### src/rtl/detect_log_pkg.sv
// detect_log_pkg: shared constants, types and helpers for the detection
// event logger.
//   TS_W_DEF  / DEPTH_DEF / CNT_W_DEF : default timestamp width, FIFO depth
//                                       and detection-counter width
//   ts_t                              : timestamp type at the default width
//   clog2()                           : ceiling log2, usable in parameter
//                                       expressions
package detect_log_pkg;

  localparam int TS_W_DEF  = 16;
  localparam int DEPTH_DEF = 4;
  localparam int CNT_W_DEF = 8;

  typedef logic [TS_W_DEF-1:0] ts_t;

  // Ceiling log2 for elaboration-time sizing; clog2(1) = 0, clog2(4) = 2.
  function automatic int clog2(input int value);
    int result;
    result = 0;
    for (int i = 0; i < 31; i++) begin
      if ((1 << i) < value) begin
        result = i + 1;
      end
    end
    return result;
  endfunction

endpackage

### src/rtl/detect_event_logger_fifo.sv
// event_fifo: synchronous first-word-fall-through FIFO.
//   clk, reset_n : clock, asynchronous active-low reset
//   clr          : synchronous flush; push and pop are ignored that cycle
//   push, wdata  : write request and data; taken when not full, or when
//                  full and a pop happens in the same cycle
//   pop          : advance the head; ignored while empty
//   rdata        : head entry, or 0 while empty
//   empty, full  : occupancy == 0 / occupancy == DEPTH
// DEPTH must be a power of two so the pointers wrap naturally.
module event_fifo
  import detect_log_pkg::*;
#(
  parameter int W     = TS_W_DEF,
  parameter int DEPTH = DEPTH_DEF
) (
  input  logic         clk,
  input  logic         reset_n,
  input  logic         clr,
  input  logic         push,
  input  logic [W-1:0] wdata,
  input  logic         pop,
  output logic [W-1:0] rdata,
  output logic         empty,
  output logic         full
);

  localparam int AW = clog2(DEPTH);
  localparam logic [AW:0] OCC_FULL = (AW+1)'(DEPTH);

  logic [W-1:0]  mem [DEPTH];
  logic [AW-1:0] wr_ptr;
  logic [AW-1:0] rd_ptr;
  logic [AW:0]   occ;
  logic          do_push;
  logic          do_pop;

  assign empty = (occ == '0);
  assign full  = (occ == OCC_FULL);

  // A pop while full frees the head slot this same edge, so a concurrent
  // push can reuse it; the write lands on the slot just read out.
  assign do_pop  = pop && !empty && !clr;
  assign do_push = push && (!full || do_pop) && !clr;

  always_ff @(posedge clk or negedge reset_n) begin
    if (!reset_n) begin
      wr_ptr <= '0;
      rd_ptr <= '0;
      occ    <= '0;
    end else if (clr) begin
      wr_ptr <= '0;
      rd_ptr <= '0;
      occ    <= '0;
    end else begin
      if (do_push) begin
        wr_ptr <= wr_ptr + 1'b1;
      end
      if (do_pop) begin
        rd_ptr <= rd_ptr + 1'b1;
      end
      case ({do_push, do_pop})
        2'b10:   occ <= occ + 1'b1;
        2'b01:   occ <= occ - 1'b1;
        default: occ <= occ;
      endcase
    end
  end

  // Storage carries no reset; the empty mux below hides stale contents.
  always_ff @(posedge clk) begin
    if (do_push) begin
      mem[wr_ptr] <= wdata;
    end
  end

  assign rdata = empty ? '0 : mem[rd_ptr];

endmodule

### src/rtl/detect_event_logger.sv
// detect_event_logger: timestamps each cycle of `detected` and queues the
// timestamp for a valid/ready reader.
//   clk, reset_n : clock, asynchronous active-low reset
//   detected     : one event per cycle it is high
//   clr          : synchronous flush of FIFO, ev_count and overflow
//   ev_valid     : head entry available on ev_ts
//   ev_ready     : reader takes the head entry this cycle
//   ev_ts        : timestamp of the oldest queued event (0 when empty)
//   ev_count     : saturating count of detections since reset/clr
//   overflow     : sticky, an event was dropped because the FIFO was full
//   full         : FIFO holds DEPTH entries
//
// Handshake: an entry transfers on a rising edge where ev_valid && ev_ready;
// ev_valid never depends on ev_ready, ev_ts is stable while ev_valid is high
// and not taken, and ev_ready with ev_valid low has no effect.
module detect_event_logger
  import detect_log_pkg::*;
#(
  parameter int TS_W  = TS_W_DEF,
  parameter int DEPTH = DEPTH_DEF,
  parameter int CNT_W = CNT_W_DEF
) (
  input  logic             clk,
  input  logic             reset_n,
  input  logic             detected,
  input  logic             clr,
  input  logic             ev_ready,
  output logic             ev_valid,
  output logic [TS_W-1:0]  ev_ts,
  output logic [CNT_W-1:0] ev_count,
  output logic             overflow,
  output logic             full
);

  localparam logic [CNT_W-1:0] CNT_MAX = '1;

  logic [TS_W-1:0] ts;
  logic            fifo_empty;
  logic            fifo_full;
  logic            push;
  logic            pop;

  // Free-running timestamp; clr deliberately leaves it alone so timestamps
  // stay comparable across flushes.
  always_ff @(posedge clk or negedge reset_n) begin
    if (!reset_n) begin
      ts <= '0;
    end else begin
      ts <= ts + 1'b1;
    end
  end

  assign push = detected && !clr;
  assign pop  = ev_valid && ev_ready && !clr;

  event_fifo #(
    .W     (TS_W),
    .DEPTH (DEPTH)
  ) u_fifo (
    .clk     (clk),
    .reset_n (reset_n),
    .clr     (clr),
    .push    (push),
    .wdata   (ts),
    .pop     (pop),
    .rdata   (ev_ts),
    .empty   (fifo_empty),
    .full    (fifo_full)
  );

  assign ev_valid = !fifo_empty;
  assign full     = fifo_full;

  // Dropped events still count; the counter pins at all-ones.
  always_ff @(posedge clk or negedge reset_n) begin
    if (!reset_n) begin
      ev_count <= '0;
    end else if (clr) begin
      ev_count <= '0;
    end else if (detected && (ev_count != CNT_MAX)) begin
      ev_count <= ev_count + 1'b1;
    end
  end

  // A push is lost only when full and no pop frees a slot in the same cycle.
  always_ff @(posedge clk or negedge reset_n) begin
    if (!reset_n) begin
      overflow <= 1'b0;
    end else if (clr) begin
      overflow <= 1'b0;
    end else if (push && fifo_full && !pop) begin
      overflow <= 1'b1;
    end
  end

endmodule

### config.mk
export PLATFORM = sky130hd
export DESIGN_NAME = detect_event_logger
export DESIGN_NICKNAME = d
export VERILOG_FILES = /design/src/rtl/detect_log_pkg.sv /design/src/rtl/detect_event_logger_fifo.sv /design/src/rtl/detect_event_logger.sv
export SDC_FILE = /design/constraint.sdc
export NUM_CORES = 1
export LEC_CHECK = 0
export CORE_MARGIN = 8
export CORE_UTILIZATION = 30
export DETAILED_ROUTE_END_ITERATION = 8
export SLEW_MARGIN = 0
export SYNTH_ARGS = -nofsm -noshare
export SYNTH_HDL_FRONTEND = slang
export SYNTH_SLANG_ARGS = --single-unit
export TNS_END_PERCENT = 5
### constraint.sdc
create_clock -name clk -period 2.4 [get_ports clk]
set_input_delay 0.48 -clock clk [delete_from_list [all_inputs] [get_ports clk]]
set_output_delay 0.48 -clock clk [all_outputs]
set_load 0.02 [all_outputs]
After elaboration in Yosys (flattened, before gate mapping)
Memories as Yosys holds them, arrays and structs flattened.
Cells that the tools add are included.
- RAM bits: 64
- output and inout port bits: 27
- logic and storage cells: 51
- register bits after elaboration: 32
- memories: 1
- equal/unequal tests: 4
- $add $sub $neg: 6
- reductions and logical operators: 21
- muxes and demuxes: 13
- memories (name ; words ; width ; read ports ; clocked after Yosys merged registers in ; write ports ; line ; text):
    u_fifo.mem ; 4 ; 16 ; 1 ; 0 ; 1 ; detect_event_logger_fifo.sv:30 ; logic [W-1:0] mem [DEPTH];
- operators with widths (cell ; number):
    $add A16 B1 Y16 const B ; 1
    $mux W16 ; 1
    $mux W8 ; 2
    $logic_and A1 B1 Y1 ; 10
    $add A8 B1 Y8 const B ; 1
    $mux W2 ; 4
    $ne A8 B8 Y1 const B ; 1
    $reduce_bool A2 Y1 ; 4
    $pmux W3 S2 ; 1
    $add A2 B1 Y2 const B ; 2
    $logic_not A1 Y1 ; 4
    $mux W1 ; 4
    $add A3 B1 Y3 const B ; 1
    $eq A3 B3 Y1 const B ; 1
    $logic_not A3 Y1 ; 1
    $mux W3 ; 1
    $reduce_bool A3 Y1 ; 1
    $sub A3 B1 Y3 const B ; 1
    $eq A2 B1 Y1 const B ; 1
    $eq A2 B2 Y1 const B ; 1
    $logic_or A1 B1 Y1 ; 1

Longest topological paths before layout
Gate-level depths: netlist of run 1.
- depth after elaboration: 12
- mapped depth: 7

Hierarchy
Synthesis of run 1 repeated with hierarchy kept, for this count alone.
- cell total of the unflattened synthesis: 269
- area total of the unflattened synthesis: 4147.7 um2
- by module, submodules not included (module ; area an instance (um2) ; cells an instance ; seq. area each (um2) ; times used):
    event_fifo ; 2976.6 ; 163 ; 2097.0 ; 1
    detect_event_logger ; 1171.1 ; 106 ; 625.6 ; 1

Least setup slack after synthesis of run 1
OpenSTA, ideal clock, no wires.
- kind: input -> register
- from: in ev_ready
- to: mem u_fifo.mem[0][0] in the netlist's numbering (enable)
- cell stages on the path: 5
- setup slack: 445 ps
- arrival time: 1582 ps
- path buffers: 1
- cell sequence: clkbuf_2 -> inv_1 -> a31o_2 -> nor2_1 -> and2_1
- word-level cells in the longest chain between the ends: 9
- ends and longest elaborated chain (element ; line ; text):
    start, declared ; detect_event_logger.sv:27 ; input logic ev_ready,
    $logic_and A1 B1 Y1 (2 in a row) ; detect_event_logger.sv:54 ; assign pop = ev_valid && ev_ready && !clr;
    $logic_and A1 B1 Y1 (2 in a row) ; detect_event_logger_fifo.sv:42 ; assign do_pop = pop && !empty && !clr;
    $logic_or A1 B1 Y1 ; detect_event_logger_fifo.sv:43 ; assign do_push = push && (!full || do_pop) && !clr;
    $logic_and A1 B1 Y1 (2 in a row) ; detect_event_logger_fifo.sv:43 ;
    $mux W1 ; detect_event_logger_fifo.sv:71 ; if (do_push) begin
    $mux W1 (not written as such) ; detect_event_logger_fifo.sv:72 ; mem[wr_ptr] <= wdata;
    end, declared ; detect_event_logger_fifo.sv:30 ;
No other way between the ends.

Worst setup path in the final report of run 1
- from: reg u_fifo.rd_ptr[0]
- to: out ev_ts[11]
- word-level cells in the longest chain between the ends: 2
- ends and longest elaborated chain (element ; line ; text):
    start, declared ; detect_event_logger_fifo.sv:32 ; logic [AW-1:0] rd_ptr;
    start signal, assigned ; detect_event_logger_fifo.sv:59 ; rd_ptr <= rd_ptr + 1'b1;
    $mem_v2 Z4 W16 ; - ;
    $mux W16 ; detect_event_logger_fifo.sv:76 ; assign rdata = empty ? '0 : mem[rd_ptr];
    end, declared ; detect_event_logger.sv:29 ; output logic [TS_W-1:0] ev_ts,
No other way between the ends.

==> summary by stage, run 1 <==
Status
The flow ran to the end, and the final reports show no timing, DRC or antenna violations.

Power and ir drop
The fraction of power spent switching nets is 25.3%. The peak supply drop is 392 µV. The power per cell area is 738 nW/µm².

In this run the static leakage power is 0.00193 µW. The power share of the combinational group is 14.6%. The analysis attributes to net switching a power of 947 µW. The total internal power is 2790 µW. Of the total power, the clock network draws 36.5%. The sequential fraction of design power is 48.9%.

Clock tree
The longest clock path from root to sink contains 2 buffers. The clock reaches the later pin of the worst-skew pair after 0.34 ns. The level count of the clock H-tree is 3.

Counting the buffers created by CTS gives 9. The clock drives 96 sinks. Hold repair after CTS inserted 0 buffers. The master cell of the clock root buffer is sky130_fd_sc_hd__clkbuf_16. Clock-pin slew was measured on the worst setup and hold paths at 0.07 ns. TritonCTS built the clock tree.

Logic synthesis
The mean instance size in the synthesized netlist is 15.4 µm². For this run, asynchronously set or reset flops after synthesis account for 33.3%. The library cell with the largest summed area after synthesis is sky130_fd_sc_hd__edfxtp_1.

The number of enable-type register cells in the synthesized netlist is 64. The post-synthesis share of cell area spent on full adders, half adders and majority gates is 2.32%. The simple-gate area share of the yosys netlist is 11.8%.

The xor and xnor fraction of the mapped netlist area is 4.92%. In this run, synthesis produced a sequential element count of 96. The sequential area share after synthesis is 66.5%. Among all flip-flop cells after synthesis, the most frequent one is sky130_fd_sc_hd__edfxtp_1. The dominant combinational cell family by area after synthesis is simple AND/OR/NAND/NOR gates.

Summing the areas of all compound-gate instances in the mapped netlist gives 2.97% of the synthesized area. The synthesized netlist occupies a cell area of 4090 µm². The cell count after synthesis is 265.

The share of the synthesized area in the top cell type is 47.0%. The yosys synthesis warning count is 0. After synthesis, the cell types taking the most area are sky130_fd_sc_hd__edfxtp_1 (47%), sky130_fd_sc_hd__dfrtp_1 (20%), sky130_fd_sc_hd__mux4_2 (8.8%). The number of distinct standard cells referenced by the synthesized netlist is 40. The share of synthesized area spent on multiplexers is 9.30%. The synthesized net count is 277.

Timing
At the pin with the least slew margin, the transition time is 0.425 ns. The ratio of final minimum period to clock period is 97.3%. The setup clock skew after layout is 0.00505 ns. The time the final worst path needs with I/O delays and setup is 2.34 ns.

Setup violations remaining at the end of the flow were counted as 0. The number of slew-limit violations in the final report is 0. The hold violation total from the final report is 0. The least setup slack across all paths after layout is 0.0640 ns.

In this run the tightest slew margin relative to its limit is 71.7%. The top achievable clock speed is 428 MHz.

Worst setup path
The kind of launch point of the worst setup path is a flip-flop. In this run the critical register-to-register path is launched from u_fifo.occ[2]$_DFFE_PN0P_. STA classifies the critical path endpoint as a primary output. Across all register-to-register paths, the minimum setup slack is 0.34 ns. The worst register-to-register path has a depth of 6. The arrival time of the worst setup path is 1.86 ns. The required time at the endpoint of the critical path is 1.92 ns. The path type of the worst setup path is reg -> out. The end of the worst register-to-register path is u_fifo.occ[2]$_DFFE_PN0P_. Of all nets on the critical path, the largest fanout is 8.

Min path
The worst hold path passes through 2 cells. The path class of the lowest-slack min-delay path is reg -> reg. The destination of the worst hold path is overflow$_DFFE_PN0P_. The worst hold path startpoint is overflow$_DFFE_PN0P_.

Placement
Before CTS, the worst setup slack after placement is 0.0724 ns. The count of input and output buffers is 31. Counting tap cells, the placed design contains a total of 480 instances. The placed wire-length estimate after detailed placement is 4840 µm. After detailed placement, the total cell area comes to 4770 µm². Routability-driven placement finished with a final weighted congestion of 0.721.

Route
The average routed wire per standard cell is 15.1 µm. The final antenna-violating net count is 0. The number of vias per cell is 4.62. After detailed routing, the number of remaining DRC violations is 0.

The detailed router placed 2300 vias in this run. The number of DRC violations after detailed-routing iteration 0 is 106. The iteration count of the initial detailed-routing pass is 4. The routed wire length is 7530 µm.

Final layout
The area growth from synthesis to layout is 23.8%. The finished cells cover 5070 µm². Once layout is complete, the utilization of the core stands at 38.1%. After the flow finishes, the layout carries non-filler instances totaling 498. The filler cells instantiated in the layout total 1252. The layout cell share with drive strength beyond 1 is 23.0%. The layout net count is 329. The repair_antennas step left the layout with diodes totalling 0.

Floorplan
The starting density of the core is 30.8%. From left edge to right edge, the die measures 133 µm. The total die area is 17600 µm². The die height is 133 µm. The area inside the core boundary is 13300 µm². The floorplan has 42 rows. The I/O pin total is 32.

Global route
The wire length of the first global-routing pass is 12200 µm. The pin count of the biggest net entering global routing is 33. The total track usage is 8.75%.

The initial antenna violation count is 0. The global route total overflow is 0. The number of global-route vias before repair was 2381.

Flow run
The tool flagged a number of max-cap violations equal to 0.
worst max-delay path by stage:
| stage | start | to | slack (ns) |
|---|---|---|---|
| floorplan | ev_ready | u_fifo.mem[0][0]$_DFFE_PP_ | 0.44 |
| global placement | u_fifo.rd_ptr[0]$_DFFE_PN0P_ | ev_ts[10] | 0.10 |
| detailed placement | detected | u_fifo.occ[2]$_DFFE_PN0P_ | 0.07 |
| CTS | u_fifo.rd_ptr[0]$_DFFE_PN0P_ | ev_ts[10] | -0.03 |
| global route | u_fifo.rd_ptr[0]$_DFFE_PN0P_ | ev_ts[4] | -0.0005 |
| finish | u_fifo.rd_ptr[0]$_DFFE_PN0P_ | ev_ts[11] | 0.06 |
metrics by stage:
stage | hold slack, ns | total power, µW | TNS, ns
2_1_floorplan | 0.184 | 2180 | 0
3_3_place_gp | 0.500 | 2410 | 0
3_5_place_dp | 0.506 | 2420 | 0
4_1_cts | 0.522 | 3790 | -0.0328
5_1_grt | 0.542 | 3890 | -0.000840
6_report | 0.508 | 3740 | 0
cells in the mapped netlist (3+ instances only):
master,instances
sky130_fd_sc_hd__a21oi_1,4
sky130_fd_sc_hd__a31oi_1,3
sky130_fd_sc_hd__and2_1,22
sky130_fd_sc_hd__and3_1,4
sky130_fd_sc_hd__buf_2,3
sky130_fd_sc_hd__clkbuf_1,3
sky130_fd_sc_hd__dfrtp_1,32
sky130_fd_sc_hd__edfxtp_1,64
sky130_fd_sc_hd__ha_1,6
sky130_fd_sc_hd__inv_1,7
sky130_fd_sc_hd__mux4_2,16
sky130_fd_sc_hd__nand2_1,12
sky130_fd_sc_hd__nand3_1,9
sky130_fd_sc_hd__nand4_1,3
sky130_fd_sc_hd__nor2_1,20
sky130_fd_sc_hd__nor3_1,6
sky130_fd_sc_hd__xnor2_1,12
sky130_fd_sc_hd__xor2_1,11
flip-flops by register name, indices dropped and copies added (netlist names):
name           flops
overflow           1
u_fifo.occ         3
ts                16
u_fifo.mem        64
ev_count           8
u_fifo.wr_ptr      2
u_fifo.rd_ptr      2
cells in the final DEF (no fill, tap or decap), drive strengths merged, types with 4 or more instances in the layout:
cell and instances:
edfxtp 64, dfrtp 32, buf 25, and2 22
nor2 20, mux4 16, clkbuf 15, clkdlybuf4s50 14
nand2 12, xnor2 12, xor2 11, nand3 10
inv 9, nor3 7, ha 6, clkdlybuf4s15 5
and3 4, a21oi 4, nand4 4, clkinv 4
power by group through the flow:
stage          combinational [µW]  clock, µW  sequential, µW
4_1_cts                       567       1400            1820
3_3_place_gp                  557          0            1860
6_report                      546       1360            1830
3_5_place_dp                  562          0            1860
2_1_floorplan                 317          0            1860
5_1_grt                       600       1460            1830
cell families after synthesis:
group           count (synthesis)
compound gates                 18
xor+xnor                       23
fa+ha+maj                       7
buf+inv                        17
flops                          96
mux                            18
simple gates                   86
critical path: stages (launching register included):
cell                              delay [ns]
sky130_fd_sc_hd__dfrtp_2                0.43
sky130_fd_sc_hd__clkbuf_16              0.20
sky130_fd_sc_hd__mux4_2                 0.48
sky130_fd_sc_hd__and2_1                 0.17
sky130_fd_sc_hd__clkdlybuf4s15_2        0.25
repair_timing:
action | 4_1_cts | 5_1_grt
gates resized for setup | 43 | 13
setup endpoints to repair | 18 | 17
hold endpoints to repair | 0 | 0
gates cloned | 0 | 1
setup buffers | 1 | 0
per-layer routing:
metal  track usage, %  vias to the layer above  part of all wire [%]
li1                 -                     1088                     -
met2             14.9                       52                    50
met3             2.80                       11                   5.3
met4             3.34                        0                   1.7
met5                0                        -                     0
met1             10.0                     1149                    43
cell type report:
type,instances,area [µm²],area share [%]
flip-flops and latches,96,2720,53.8
clock inverters,7,66.3,1.31
repair buffers,51,513,10.1
clock buffers,9,225,4.45
multi-input cells,152,1290,25.4
inverters,7,30.0,0.593
well taps,176,220,4.35
Power figures use the tool's default switching activity.
==> run 2, diff against run 1 <==
- CORE_UTILIZATION: 30 -> 45
- SYNTH_HIERARCHICAL: unset -> 1
==> run 2 against run 1 <==
Largest cell class unchanged. Sequential power decreased by 3%. Critical path depth rose by 6. Final cell count shrank 11%. Power shrank 21%. Clock skew up 0.0082 ns. Worst setup slack worse by 0.054 ns. Flip-flop and latch count unchanged. First-iteration DRC count grew 2.8%. Synthesized area increased by 1.4%. Synthesized cell count is 1.5% higher. Combinational power fell by 75%. Critical endpoint is now u_fifo/occ[2]$_DFFE_PN0P_. Design area shrank 0.25%.
==> summary by stage, run 2 <==
Logic synthesis
Averaged over all synthesized cells, the footprint is 15.4 µm². The area of the mapped netlist is 4150 µm². The fraction of synthesis flops using an asynchronous set or reset pin is 33.3%. Sorting the synthesized cells by area gives the leading types as sky130_fd_sc_hd__edfxtp_1 (46%), sky130_fd_sc_hd__dfrtp_1 (19%), sky130_fd_sc_hd__mux4_2 (8.7%). The number of distinct standard cells referenced by the synthesized netlist is 50. The synthesized design spends more area on one cell type than any other, namely sky130_fd_sc_hd__edfxtp_1.

The share of synthesized area in the top cell type comes to 46.3%. sky130_fd_sc_hd__edfxtp_1 is the most common cell in the netlist. For this run, the register share of the synthesized area comes to 65.6%. The synthesized design contains 64 enable-type register cells.

The synthesized net count is 281. The yosys synthesis warning count is 6. The synthesized design contains 96 register bits.

The cell count after synthesis is 269. The commonest cells after synthesis are sky130_fd_sc_hd__edfxtp_1 (64), sky130_fd_sc_hd__dfrtp_1 (32), sky130_fd_sc_hd__nor2b_1 (18), sky130_fd_sc_hd__nor2_1 (17), sky130_fd_sc_hd__mux4_2 (16). The primary flip-flop cell chosen by synthesis mapping is sky130_fd_sc_hd__edfxtp_1.

Final layout
The register with the most flip-flops is u_fifo/mem. The register with the most flip-flops in the layout has 64 of them. The area growth from synthesis to layout is 21.8%.

The layout cell share with drive strength beyond 1 is 29.9%. The number of filler cells placed in the layout is 761. The final instance area is 5050 µm². The final antenna diode count is 0. In the layout the commonest cells are sky130_fd_sc_hd__edfxtp_1 (64), sky130_fd_sc_hd__dfrtp_1 (32), sky130_fd_sc_hd__buf_4 (19). The largest registers in the layout are u_fifo/mem: 64 flops, ts: 16 flops, ev_count: 8 flops. The most frequent standard cell in the layout excluding fill and tap cells is sky130_fd_sc_hd__edfxtp_1. After the last flow step, the layout net total stands at 341. Cells fill 55.5% of the core in the end.

Timing
The number of slew-limit violations in the final report is 0. Setup repair after global routing could not meet its margin everywhere. At the pin with the least slew margin, the transition time is 0.452 ns. The final setup violation count is 0. Once routing completed, OpenROAD measured the worst setup slack at 0.0100 ns.

The smallest hold slack is 0.519 ns. Derived from the worst setup path, the maximum achievable clock frequency is 418 MHz. In this run the tightest slew margin relative to its limit is 69.5%.

The worst path uses 99.6% of the clock period. The setup clock skew after layout is 0.0133 ns. The time the final worst path needs with I/O delays and setup is 2.39 ns.

Adding up every negative setup slack in the final design gives 0 ns. The hold violation total from the final report was 0.

Clock tree
After clock tree synthesis, the flow added hold-fix buffers numbering 0. TritonCTS built the clock tree. The level count of the clock H-tree is 3.

The number of sinks driven by the clock tree is 96. After clock tree synthesis, the clock-pin slew on the worst setup and hold paths is 0.09 ns. In this run the clock root is driven by a sky130_fd_sc_hd__clkbuf_8. Counting the buffers created by CTS gives 9. The clock passes through at most 2 buffers. The clock latency of the later-clocked register in the worst-skew pair is 0.35 ns.

Global route
The initial antenna violation count is 0. The global routing usage on met2 is 21.6%. The total track usage is 12.8%. Entering global routing, the biggest net connects 33 pins. The total overflow left after global routing is 0. The wire length of the first global-routing pass is 12500 µm. In the global route stage, met1 resource usage came out at 15.8%. In this run the most used layer during global routing was met2. The met3 track demand over resource is 2.49%. The number of global-route vias before repair is 2413.

Worst setup path
The worst setup path is captured at a flip-flop. In this run the critical register-to-register path is captured at u_fifo/occ[2]$_DFFE_PN0P_. The path type of the worst setup path is reg -> reg. The required time at the endpoint of the critical path is 2.67 ns. The startpoint identified for the worst register-to-register timing path is u_fifo/occ[1]$_DFFE_PN0P_. The highest net fanout along the worst path is 2. The worst register-to-register path has a depth of 10. The worst setup path is launched from a flip-flop. The setup check on the worst reg-to-reg path leaves a slack of 0.01 ns. The arrival time of the worst setup path is 2.66 ns.

Placement
The global placer's final weighted congestion is 0.768. The worst slack after detailed placement is -0.117 ns. Summing all placed instances gives a cell area of 4870 µm². The count of input and output buffers is 31. The placed wire-length estimate after detailed placement is 4960 µm.

Power and ir drop
The power per cell area is 582 nW/µm². The clock network burns 34.8% of the power. The peak supply drop is 391 µV.

The total internal power is 2310 µW. The power share of the combinational group is 4.7%. Of the total power, the share spent switching nets is 21.3%. The net switching power of the design is 627 µW.

In this run the static leakage power is 0.00191 µW. The sequential fraction of design power is 60.4%.

Floorplan
The die height is 112 µm. The total die area is 12500 µm². The I/O pin total is 32.

The number of cell rows is 35. The starting density of the core is 45.5%. In this run the horizontal extent of the chip is 112 µm. The area inside the core boundary is 9110 µm².

Min path
The path class of the lowest-slack min-delay path is reg -> reg. In this run the most critical hold path is launched from overflow$_DFFE_PN0P_. The destination of the worst hold path is overflow$_DFFE_PN0P_. The worst hold path passes through 2 cells.

Route
The detail route stage leaves a number of antenna-violating nets equal to 0. Summed over all layers, the routed wires come to 7460 µm. The number of vias per cell is 5.21. The number of DRC violations after detailed-routing iteration 0 is 109.

The DRC violation count after routing is 0. The average routed wire per standard cell is 16.8 µm. The detailed router placed 2318 vias in this run.

For this run, the detailed router's first-pass iteration total came to 4.

Flow run
Across the run, the number of max-cap violations was 0.

Status
The flow ran to the end, and the final reports show no timing, DRC or antenna violations.
==> run 2: area by class of cell <==
type                            count  area (µm²)  area share [%]
Multi-Input combinational cell    152        1350            26.7
Inverter                            8        33.8           0.668
Sequential cell                    96        2720            53.9
Tap cell                          111         139            2.75
Clock buffer                        9         124            2.45
Clock inverter                      7        68.8            1.36
Timing Repair Buffer               62         614            12.2
==> run 2: logic make-up after synthesis <==
group,count (synthesis),share of synthesized area [%]
flip-flops,96,65.6
AND/OR/NAND/NOR,84,11.9
AO/OA/AOI/OAI,24,3.89
buffers and inverters,21,2.90
XOR/XNOR,19,4.19
multiplexers,18,9.17
adder cells (fa/ha/maj),7,2.29
==> run 2: worst max-delay path by stage <==
stage,startpoint,to,slack [ns],cells past startpoint
5_1_grt,u_fifo/occ[1]$_DFFE_PN0P_,u_fifo/occ[2]$_DFFE_PN0P_,-0.10,10
3_3_place_gp,detected,u_fifo/occ[2]$_DFFE_PN0P_,-0.08,7
2_1_floorplan,u_fifo/occ[0]$_DFFE_PN0P_,u_fifo/occ[2]$_DFFE_PN0P_,-0.41,13
6_report,u_fifo/occ[1]$_DFFE_PN0P_,u_fifo/occ[2]$_DFFE_PN0P_,0.01,10
4_1_cts,u_fifo/rd_ptr[0]$_DFFE_PN0P_,ev_ts[13],-0.06,5
3_5_place_dp,detected,u_fifo/occ[2]$_DFFE_PN0P_,-0.12,7
==> run 2: what timing repair did <==
action	CTS	global route
gates resized for setup	43	22
gates cloned	0	1
buffers inserted	1	2
pin swaps	0	2
endpoints found under the setup margin	18	77
==> run 2: power groups by stage <==
stage          Combinational (µW)  Sequential, µW  Clock (µW)
4_1_cts                       140            1780        1060
6_report                      139            1780        1020
3_3_place_gp                  143            1810           0
3_5_place_dp                  145            1810           0
5_1_grt                       155            1780        1120
2_1_floorplan                68.2            1820           0
==> run 2: per-stage QoR <==
| step | power [µW] | std cells |
|---|---|---|
| 2_1_floorplan | 1880 | 269 |
| 3_3_place_gp | 1960 | 425 |
| 3_5_place_dp | 1960 | 425 |
| 4_1_cts | 2980 | 442 |
| 5_1_grt | 3060 | 445 |
| 6_report | 2940 | 445 |
==> run 2: worst max-delay path: stages (launching register included) <==
cell                         delay (ns)
sky130_fd_sc_hd__dfrtp_1           0.42
sky130_fd_sc_hd__nor3_4            0.24
sky130_fd_sc_hd__clkinvlp_4        0.16
sky130_fd_sc_hd__nand2_2           0.11
sky130_fd_sc_hd__nor2_2            0.05
sky130_fd_sc_hd__o31ai_4           0.06
sky130_fd_sc_hd__nor3_2            0.08
sky130_fd_sc_hd__fa_2              0.35
sky130_fd_sc_hd__or3b_1            0.37
sky130_fd_sc_hd__or3_1             0.31
sky130_fd_sc_hd__a31oi_1           0.16
==> run 2: layer usage <==
metal  share of wire [%]  vias up
met4                 1.7        0
met2                  49       33
met1                  46     1154
li1                    -     1123
met3                 2.9        8
met5                   0        -
==> patch 1, RTL diff (flow settings as in run 2) <==
`DEPTH_DEF`: 4 -> 8.
--- a/src/rtl/detect_log_pkg.sv
+++ b/src/rtl/detect_log_pkg.sv
@@ -8,7 +8,7 @@
 package detect_log_pkg;
 
   localparam int TS_W_DEF  = 16;
-  localparam int DEPTH_DEF = 4;
+  localparam int DEPTH_DEF = 8;
   localparam int CNT_W_DEF = 8;
 
   typedef logic [TS_W_DEF-1:0] ts_t;
Check against the original RTL: not equivalent (Yosys sat finds a counterexample within 10 cycles, from zero or initial values and one cycle with reset_n low).
==> patch 1 against run 2 <==
The run now ends with setup timing left; setup slack got worse by 150 ps; synthesized area increased by 64%; synthesized cell count increased by 46%; sequential cell count rose by 67; final area increased by 66%; clock power rose to 2.5 times the old value; total power up 97%; routed wire length up 81%.
==> patch 1: results (changes against run 2) <==
Placement
  • Post-Place Worst Slack: -262.7 ps (was -117.4 ps)
  • # placed instances: 635 (was 425)
  • DP Wirelength: 8760 um (was 4962 um)
  • GPL Wtd Cong: 0.7999 (was 0.7677)
  • Area post-placement: 7711 sq um (was 4868 sq um)

Power
  • P_leak: 2.958 nW (was 1.910 nW)
  • Net Sw Frac: 20.21% (was 21.32%)
  • Power Density: 692.9 nW/um^2 (was 581.8 nW/um^2)
  • P_comb: 0.000167 W (was 0.000139 W)

Yosys
  • Mapped Cells: 392 (was 269)
  • Sequential share of the synthesized area: 69.58% (was 65.64%)
  • Top cells by area, synth: edfxtp_1 (57%), dfrtp_1 (13%), mux4_2 (11%) (was edfxtp_1 (46%), dfrtp_1 (19%), mux4_2 (8.7%))
  • Post-Syn Nets: 403 (was 281)

Worst setup path
  • CP delay by family, top: multiplexers (was simple AND/OR/NAND/NOR gates)
  • Capture point of the worst reg-to-reg path: u_fifo/occ[3] (was u_fifo/occ[2])
  • R2r startpoint: u_fifo/occ[0] (was u_fifo/occ[1])
  • R2r worst-path depth: 11 (was 10)
  • CP max-delay cell: mux4_2 (was dfrtp_1)
  • Critical Path Max Stage Delay: 510 ps (was 420 ps)
  • Worst setup endpoint: ev_ts[12] (was u_fifo/occ[2])

Global routing
  • GRT met3 Usage: 3.649% (was 2.489%)
  • Largest net degree at the start of global routing: 21 (was 33)
  • M1 GR Usage: 19.28% (was 15.78%)
  • Met2 Use GR: 25.29% (was 21.61%)

Layout
  • Layout Area Growth over Synthesis: 23.39% (was 21.84%)
  • Filler cells: 1176 (was 761)
  • Top flop regs: u_fifo/mem x128, ts x16, ev_count x8 (was u_fifo/mem x64, ts x16, ev_count x8)
  • Share of layout cells above drive strength 1: 32.37% (was 29.94%)
  • Nets: 483 (was 341)
  • Clock buffers: 19 (was 9)
  • Non-CTS inverters: 6 (was 8)
  • #MultiIn Comb: 203 (was 152)

STA
  • Setup violators final: 16 (was 0)
  • Total Neg Setup Slack: -1409 ps (was 0 ps)
  • Final WS setup: -135.4 ps (was 10.03 ps)

Status
  • Status: finished, violations left (was finished, final reports clean)
  • Failing checks: setup timing

CTS
  • Setup Fix Bufs, Post-CTS: 3 (was 1)
  • H-Tree Depth: 4 (was 3)
  • Root Buffer: clkbuf_16 (was clkbuf_8)
  • Post-CTS Hold Fix Bufs: 1 (was 0)
  • Clk slew on worst S/H paths: 60 ps (was 90 ps)

Route
  • DRT iter0 DRCs: 208 (was 109)
  • Routed len/inst: 20.11 um (was 16.77 um)

Hold path
  • Hold Path Class: in2async (was reg2reg)
[patch 1: cell types whose count changed in the layout (fill, tap and decap cells not counted), moves of 4 or more]
cell,run 2,this run
edfxtp_1,64,128
nor2_1,16,40
mux2i_1,2,20
clkbuf_16,1,17
mux4_2,16,32
nor2b_1,17,4
buf_4,19,29
buf_2,8,17
clkbuf_8,9,0
buf_6,2,9
clkbuf_2,7,0
and2_2,4,0
clkinv_4,1,5
[patch 1: logic make-up (layout without fill, tap and decap cells)]
logic type	Yosys count	count (layout)	synth area share, %
multiplexers	54	54	13.89
flip-flops	163	163	69.58
buffers and inverters	26	119	1.937
XOR/XNOR	22	22	2.951
adder cells (fa/ha/maj)	6	6	1.107
AO/OA/AOI/OAI	22	22	2.749
AND/OR/NAND/NOR	99	99	7.784
[patch 1: layer usage]
| layer | part of all wire [%] | up-vias |
|---|---|---|
| li1 | - | 1681 |
| met1 | 45 | 1889 |
| met2 | 50 | 51 |
| met3 | 3.1 | 14 |
| met4 | 1.4 | 0 |
| met5 | 0 | - |
==> patch 2, RTL diff (settings of run 2) <==
Made on the original files. Make the reset (`reset_n`) synchronous in 4 clocked blocks. Comments in the files are not updated.
--- a/src/rtl/detect_event_logger_fifo.sv
+++ b/src/rtl/detect_event_logger_fifo.sv
@@ -42,7 +42,7 @@
   assign do_pop  = pop && !empty && !clr;
   assign do_push = push && (!full || do_pop) && !clr;
 
-  always_ff @(posedge clk or negedge reset_n) begin
+  always_ff @(posedge clk) begin
     if (!reset_n) begin
       wr_ptr <= '0;
       rd_ptr <= '0;
--- a/src/rtl/detect_event_logger.sv
+++ b/src/rtl/detect_event_logger.sv
@@ -42,7 +42,7 @@
 
   // Free-running timestamp; clr deliberately leaves it alone so timestamps
   // stay comparable across flushes.
-  always_ff @(posedge clk or negedge reset_n) begin
+  always_ff @(posedge clk) begin
     if (!reset_n) begin
       ts <= '0;
     end else begin
@@ -72,7 +72,7 @@
   assign full     = fifo_full;
 
   // Dropped events still count; the counter pins at all-ones.
-  always_ff @(posedge clk or negedge reset_n) begin
+  always_ff @(posedge clk) begin
     if (!reset_n) begin
       ev_count <= '0;
     end else if (clr) begin
@@ -83,7 +83,7 @@
   end
 
   // A push is lost only when full and no pop frees a slot in the same cycle.
-  always_ff @(posedge clk or negedge reset_n) begin
+  always_ff @(posedge clk) begin
     if (!reset_n) begin
       overflow <= 1'b0;
     end else if (clr) begin
Function: differs if reset_n is asserted again (counterexample within 4 cycles, from zero or initial values and one cycle with reset_n low); with reset_n held inactive, the same outputs for 10 cycles.
==> patch 2 against run 2 <==
The run now ends with setup timing left; routed wire length fell by 1.6%; synthesized cell count grew 7.1%; critical path depth is 2 higher; via count grew 4.4%; setup slack worse by 190 ps; sequential cell count up 2; final area down 4.6%; total power grew 7.0%; synthesized area shrank 2.3%; cell count increased by 1.1%; non-clock buffer count shrank 13; core utilization shrank 0.22 points; combinational power down 36%; largest cell class unchanged; largest power group unchanged; highest routed layer unchanged.
==> patch 2: results (changes against run 2) <==
STA
  • Fin Clk Skew: 12.51 ps (was 13.25 ps)
  • Final WS setup: -183.4 ps (was 10.03 ps)
  • Setup violators final: 2 (was 0)

Global routing
  • M1 GR Usage: 14.16% (was 15.78%)
  • GRT Overall Usage: 12.30% (was 12.84%)
  • Met2 Use GR: 20.83% (was 21.61%)
  • Largest net degree at the start of global routing: 20 (was 33)
  • First-pass GRT wire length: 12100 um (was 12450 um)

Worst setup path
  • Critical Path Max Stage Delay: 480 ps (was 420 ps)
  • CP max-delay cell: or4b_4 (was dfrtp_1)
  • Capture point of the worst reg-to-reg path: u_fifo/occ[2] (unchanged)
  • R2r startpoint: u_fifo/occ[2] (was u_fifo/occ[1])

Hold path
  • HP Start: overflow (unchanged)
  • Hold Path End: overflow (unchanged)

Yosys
  • Share of synthesized flip-flops with an asynchronous set or reset: 0% (was 33.33%)
  • Adder-cell share of the synthesized area: 2.655% (was 2.293%)
  • Compound-Gate Fraction of Synth Area: 5.897% (was 3.891%)
  • Sequential share of the synthesized area: 64.22% (was 65.64%)
  • Mux contribution to synthesized area: 10.13% (was 9.170%)
  • Top cells by area, synth: edfxtp_1 (47%), dfxtp_1 (17%), mux4_2 (8.9%) (was edfxtp_1 (46%), dfrtp_1 (19%), mux4_2 (8.7%))
  • Cell variety after synth: 42 (was 50)
  • Post-Syn Nets: 301 (was 281)

Layout
  • Filler cells: 716 (was 761)
  • Share of layout cells above drive strength 1: 24.27% (was 29.94%)
  • Nets: 350 (was 341)

Route
  • Met3 wire length: 338 um (was 215 um)
  • M1 WL: 3443 um (was 3449 um)
  • Total number of vias: 2420 (was 2318)
  • Routed len/inst: 16.32 um (was 16.77 um)

Placement
  • # placed instances: 432 (was 425)
  • Area post-placement: 4629 sq um (was 4868 sq um)

CTS
  • CTS resizes: 20 (was 43)
  • Setup Fix Bufs, Post-CTS: 2 (was 1)

Power
  • Peak supply drop: 0.2716 mV (was 0.3910 mV)
  • NetSw: 0.0006174 W (was 0.0006268 W)

Status
  • Failing checks: setup timing
  • Status: finished, violations left (was finished, final reports clean)
patch 2: cell types whose count changed after synthesis, moves of 6 or more:
cell and delta:
dfxtp_1 +34, dfrtp_1 -32, a21oi_1 +10, nand2b_1 +7, nand3_1 -7, xnor2_1 -6
xor2_1 -6
patch 2: layout make-up:
type                    instances  area [sq um]  area share, %
flip-flops and latches         98          2605          54.05
repair buffers                 49         396.6          8.229
clock inverters                 7         115.1          2.388
inverters                      11         43.79         0.9086
well taps                     108         135.1          2.804
multi-input cells             168          1400          29.05
clock buffers                   9         123.9          2.570
patch 2: power by group through the flow:
stage	Sequential [W]	Combinational, W	Clock (W)
global route	0.00181	0.0000982	0.00134
finish	0.00181	0.0000890	0.00125
global placement	0.00185	0.0000927	0
CTS	0.00181	0.0000924	0.00127
detailed placement	0.00185	0.0000936	0
floorplan	0.00184	0.0000531	0
